===== src/rtl/ad7656_sample_scheduler.sv =====
// Conversion sequencer for the four-ADC AD7656 wrapper: launches conversions,
// collects per-ADC done pulses, snapshots the sensor words and streams them out.
module ad7656_sample_scheduler #(
  parameter int ADC_NUM     = 4,
  parameter int SENSOR_NUM  = 20,
  parameter int TIMEOUT_CYC = 50000
) (
  input  logic                    sys_clk_i,
  input  logic                    rst_n_i,
  input  logic                    enable_i,
  input  logic [31:0]             period_i,
  input  logic                    clear_i,
  input  logic [ADC_NUM-1:0]      convst_done_i,
  input  logic [SENSOR_NUM*16-1:0] wr_dout_i,
  output logic                    start_flag_o,
  output logic                    m_valid_o,
  input  logic                    m_ready_i,
  output logic [15:0]             m_data_o,
  output logic [4:0]              m_chan_o,
  output logic                    m_last_o,
  output logic                    timeout_o,
  output logic [15:0]             overrun_cnt_o,
  output logic [31:0]             frame_cnt_o,
  output logic [1:0]              dbg_state_o
);

  // Stream: a word transfers on every clock where m_valid_o & m_ready_i; once
  // raised, m_valid_o and the payload hold until that transfer happens.
  typedef enum logic [1:0] {IDLE = 2'd0, CONV = 2'd1, CAPT = 2'd2, SEND = 2'd3} state_t;

  localparam logic [4:0]  LAST_CHAN = 5'(SENSOR_NUM - 1);
  localparam logic [31:0] TO_LAST   = 32'(TIMEOUT_CYC - 1);

  state_t             state_q, state_d;
  logic [31:0]        cnt_q, period_q, period_eff;
  logic [31:0]        to_cnt_q;
  logic [ADC_NUM-1:0] mask_q;
  logic [15:0]        snap_q [SENSOR_NUM];
  logic               tick, all_done, to_hit, hs, last_hs, timeout_set, ovr_ev;
  logic [4:0]         chan_nxt;

  assign period_eff  = (period_i < 32'd2) ? 32'd2 : period_i;
  assign tick        = enable_i && (cnt_q == period_q - 32'd1);
  assign all_done    = &(mask_q | convst_done_i);
  assign to_hit      = (to_cnt_q == TO_LAST);
  assign hs          = m_valid_o & m_ready_i;
  assign last_hs     = hs && (m_chan_o == LAST_CHAN);
  assign timeout_set = (state_q == CONV) && !all_done && to_hit;
  assign ovr_ev      = tick && (state_q != IDLE);
  assign chan_nxt    = m_chan_o + 5'd1;
  assign dbg_state_o = state_q;

  // The period counter free-runs while enabled; busy states never stall it.
  always_ff @(posedge sys_clk_i or negedge rst_n_i) begin
    if (!rst_n_i) begin
      cnt_q    <= '0;
      period_q <= 32'd2;
    end else if (!enable_i) begin
      cnt_q    <= '0;
      period_q <= period_eff;
    end else if (tick) begin
      cnt_q    <= '0;
      period_q <= period_eff;
    end else begin
      cnt_q <= cnt_q + 32'd1;
    end
  end

  always_ff @(posedge sys_clk_i or negedge rst_n_i) begin
    if (!rst_n_i) state_q <= IDLE;
    else          state_q <= state_d;
  end

  always_comb begin
    state_d = state_q;
    case (state_q)
      IDLE: if (tick) state_d = CONV;
      CONV: begin
        if (all_done)    state_d = CAPT;
        else if (to_hit) state_d = IDLE;
      end
      CAPT: state_d = SEND;
      SEND: if (last_hs) state_d = IDLE;
      default: state_d = IDLE;
    endcase
  end

  always_ff @(posedge sys_clk_i or negedge rst_n_i) begin
    if (!rst_n_i) begin
      start_flag_o  <= 1'b0;
      mask_q        <= '0;
      to_cnt_q      <= '0;
      m_valid_o     <= 1'b0;
      m_data_o      <= '0;
      m_chan_o      <= '0;
      m_last_o      <= 1'b0;
      timeout_o     <= 1'b0;
      overrun_cnt_o <= '0;
      frame_cnt_o   <= '0;
      for (int k = 0; k < SENSOR_NUM; k++) snap_q[k] <= '0;
    end else begin
      start_flag_o <= (state_q == IDLE) && tick;

      // A new event in the same cycle as clear_i takes precedence.
      if (timeout_set)  timeout_o <= 1'b1;
      else if (clear_i) timeout_o <= 1'b0;

      if (ovr_ev) begin
        if (clear_i)                        overrun_cnt_o <= 16'd1;
        else if (overrun_cnt_o != 16'hFFFF) overrun_cnt_o <= overrun_cnt_o + 16'd1;
      end else if (clear_i) begin
        overrun_cnt_o <= '0;
      end

      case (state_q)
        IDLE: begin
          mask_q   <= '0;
          to_cnt_q <= '0;
        end
        CONV: begin
          mask_q   <= mask_q | convst_done_i;
          to_cnt_q <= to_cnt_q + 32'd1;
        end
        CAPT: begin
          for (int k = 0; k < SENSOR_NUM; k++) snap_q[k] <= wr_dout_i[k*16 +: 16];
          m_valid_o <= 1'b1;
          m_data_o  <= wr_dout_i[15:0];
          m_chan_o  <= '0;
          m_last_o  <= (SENSOR_NUM == 1);
        end
        SEND: begin
          if (last_hs) begin
            m_valid_o   <= 1'b0;
            m_data_o    <= '0;
            m_chan_o    <= '0;
            m_last_o    <= 1'b0;
            frame_cnt_o <= frame_cnt_o + 32'd1;
          end else if (hs) begin
            m_chan_o <= chan_nxt;
            m_data_o <= snap_q[chan_nxt];
            m_last_o <= (chan_nxt == LAST_CHAN);
          end
        end
        default: ;
      endcase
    end
  end

endmodule


===== config.mk =====
export PLATFORM = sky130hd
export DESIGN_NAME = ad7656_sample_scheduler
export DESIGN_NICKNAME = d
export VERILOG_FILES = /design/src/rtl/ad7656_sample_scheduler.sv
export SDC_FILE = /design/constraint.sdc
export NUM_CORES = 1
export LEC_CHECK = 0
export BUFFER_PORTS_ARGS = -buffer_cell sky130_fd_sc_hd__buf_2
export CAP_MARGIN = 20
export CORE_MARGIN = 3
export CORE_UTILIZATION = 35
export DETAILED_ROUTE_END_ITERATION = 12
export GPL_ROUTABILITY_DRIVEN = 0
export SLEW_MARGIN = 10
export SYNTH_ARGS = -nofsm -noshare
export SYNTH_HDL_FRONTEND = slang
export SYNTH_SLANG_ARGS = --single-unit

===== constraint.sdc =====
create_clock -name sys_clk_i -period 3.97 [get_ports sys_clk_i]
set_input_delay 0.397 -clock sys_clk_i [delete_from_list [all_inputs] [get_ports sys_clk_i]]
set_output_delay 0.397 -clock sys_clk_i [all_outputs]
set_load 0.02 [all_outputs]

==> results.yml <==
yosys:
  post-synth-top-area-fraction: 0.522
  yosysTopAreaCell: "dfrtp_1"
  ys_seq_elements: 495
  synth_area_leaders: "dfrtp_1 (52%), nand2_1 (17%), mux4_2 (7.6%)"
  synth.avg_cell_area_um2: 9.46
  synth_nets: 2874
  synth_edf_count: 0
  synth_area_um2: 23700
  synthArstFlopShare: 1.00
  synthCells: 2506
  ys_seq_area_frac: 0.523
  synth_warnings: 0
  synth_cell_type_count: 68
  ys.flop_type: "dfrtp_1"
worst_setup_path:
  max_stage_delay_ns: 0.67
  timing.rr.start: "period_q[4]"
  path_cells: "or4_1 > or4_4 > nor4_1 > xnor2_1 > nand4_1 > nor4_4 > nand2_1 > buf_4 > or3_1 > a21oi_1"
  cp_max_fo: 11
  regToRegEndpoint: "overrun_cnt_o[9]"
  required_ns: 4.51
  rrSetupSlack_ns: 0.20
  critPathSlowestCell: "or4_1"
  reg2reg_depth: 10
  worstSetupStartpointType: "register"
  crit_arrival_ns: 4.31
  end_kind: "register"
  critical_path_class: "reg2reg"
cts:
  cts_setup_buffers: 0
  cts_buffers: 57
  post_cts_resized: 0
  clk_pin_slew_ns: 0.06
  cts_max_path_buffers: 3
  htreeDepth: 2
  insertion_delay_ns: 0.63
  clock_sinks: 495
  hold_buffers: 319
  root_buffer: "clkbuf_16"
  cts_tree: "done"
global_route:
  grt_pass1_vias: 21500
  grt.total_usage: 0.223
  grt_overflow_total: 0
  met1_usage: 0.304
  use_met3: 0.0405
  grt_max_degree: 111
  grt_most_used_layer: "met2"
  grt_util_met2: 0.354
  grt_pass1_wl_um: 124000
  antenna_found_initial: 8
worst_hold_path:
  min_to: "snap_q[284]"
  min_path_cells: 3
  hold_path.class: "in2reg"
  min_from: "wr_dout_i[44]"
placed_design:
  place_inst: 3727
  portBuffers: 435
  dp_hpwl_um: 53500
  place_ws_ns: 0.219
cells_and_area:
  multi_input_area_um2: 10800
  layout_common_cells: "nand2_1 (1071), dfrtp_1 (493), buf_2 (434)"
  syn_to_final_growth_pct: 35.8
  nNetsFinal: 3609
  drive_gt1_frac: 0.209
  final_common_cell: "nand2_1"
  register_area_um2: 12400
  fillers: 6004
  final_cells: 4165
route:
  wire_per_inst_um: 19.1
  ant_nets: 0
  drtIter0Drc: 1598
  dr.pass1.iters: 6
  totalWireLength_um: 79700
  vias: 21000
  drc: 0
  via_per_inst: 5.05
sta:
  tns_ns: 0
  report.final.hold_viol_count: 0
  drv_slew: 0
  period_share: 0.949
  worstMarginPinSlew_ns: 1.08
  worst_hold_slack_ns: 0.0346
  period_needed_ns: 3.77
  setup_slack_ns: 0.204
  setup_viol: 0
  fmax_mhz: 266
  skew_ns: 0.0308
  relSlewSlack: 0.273
  rsz0062_at_grt: "false"
floorplan:
  dieArea_um2: 70900
  num_rows: 94
  coreArea_um2: 66500
  die_x_um: 266
  dieHeight_um: 266
  initial_core_util: 0.357
  top_level_ports: 436
pwr:
  power_density_nw_per_um2: 648
  vdd_drop_max_mv: 0.639
  p_leak_nw: 15.6
run_status:
  outcome: "complete, no violations"
run:
  maxCapViolCount: 0
how the worst max path moves through the flow:
| stage | start | to | slack [ns] | cells after the start |
|---|---|---|---|---|
| 2_1_floorplan | m_chan_o[0] | m_data_o[10] | 0.16 | 12 |
| 3_3_place_gp | period_q[4] | overrun_cnt_o[5] | 0.29 | 10 |
| 3_5_place_dp | period_q[4] | overrun_cnt_o[9] | 0.22 | 10 |
| 4_1_cts | period_q[4] | overrun_cnt_o[9] | 0.20 | 10 |
| 5_1_grt | period_q[4] | overrun_cnt_o[13] | 0.02 | 10 |
| 6_report | period_q[4] | overrun_cnt_o[9] | 0.20 | 10 |
power breakdown:
| group | leakage, nW | switching (mW) | internal (mW) |
|---|---|---|---|
| combinational | 8.52 | 4.22 | 3.51 |
| sequential | 6.20 | 1.08 | 6.83 |
| clock | 0.908 | 2.24 | 2.99 |
| total | 15.6 | 7.54 | 13.3 |
synthesized netlist by cell type, drive strengths merged (33+ instances only):
master and count:
mux4 80, o21ai 65, nor2 103, nor4 33, xor2 61, mux2i 36
nand2 1072, and3 35, nand3 47, xnor2 64, clkbuf 108, dfrtp 494
cell type report:
type / instances / area share
antenna: 13 / 0.00101
clock inverter: 24 / 0.00750
tap: 864 / 0.0336
multi-input combinational: 1864 / 0.336
sequential: 495 / 0.385
timing repair buffer: 806 / 0.185
clock buffer: 82 / 0.0503
inverter: 17 / 0.00198
worst max-delay path, delay by kind of cell, from the launching register on:
kind            cells  cell delay [ns]
compound gates      1             0.16
xor+xnor            1             0.22
buf+inv             1             0.21
flops               1             0.44
simple gates        7             2.64
state kept, by name, summed over array words and instances (netlist names), named ones only:
| name | flops |
|---|---|
| m_chan_o | 5 |
| timeout_o | 1 |
| overrun_cnt_o | 16 |
| snap_q | 320 |
| to_cnt_q | 32 |
| m_data_o | 16 |
| m_last_o | 1 |
| period_q | 32 |
| start_flag_o | 1 |
| mask_q | 4 |
| frame_cnt_o | 32 |
| dbg_state_o | 1 |
| m_valid_o | 1 |
| cnt_q | 32 |
metrics by stage:
step	utilization	cell area (µm²)	power, mW
global route	0.484	32200	22.1
detailed placement	0.408	27100	15.5
global placement	0.408	27100	15.3
CTS	0.484	32200	21.1
floorplan	-	23700	12.5
finish	0.484	32200	20.9
kinds of logic (layout without fill, tap and decap cells):
family	count (synthesis)	count (layout)	share of synthesized area
compound gates	163	163	0.0440
xor+xnor	125	125	0.0462
fa+ha+maj	7	7	0.00370
buf+inv	147	929	0.0244
flops	495	495	0.523
mux	148	148	0.106
other cells	0	13	0
simple gates	1421	1421	0.252
routing by layer:
layer	part of all wire	vias to the layer above
met1	0.44	10300
li1	-	9844
met4	0.040	4
met2	0.46	712
met5	0.00018	-
met3	0.057	191
(Power assumes the default switching activity.)
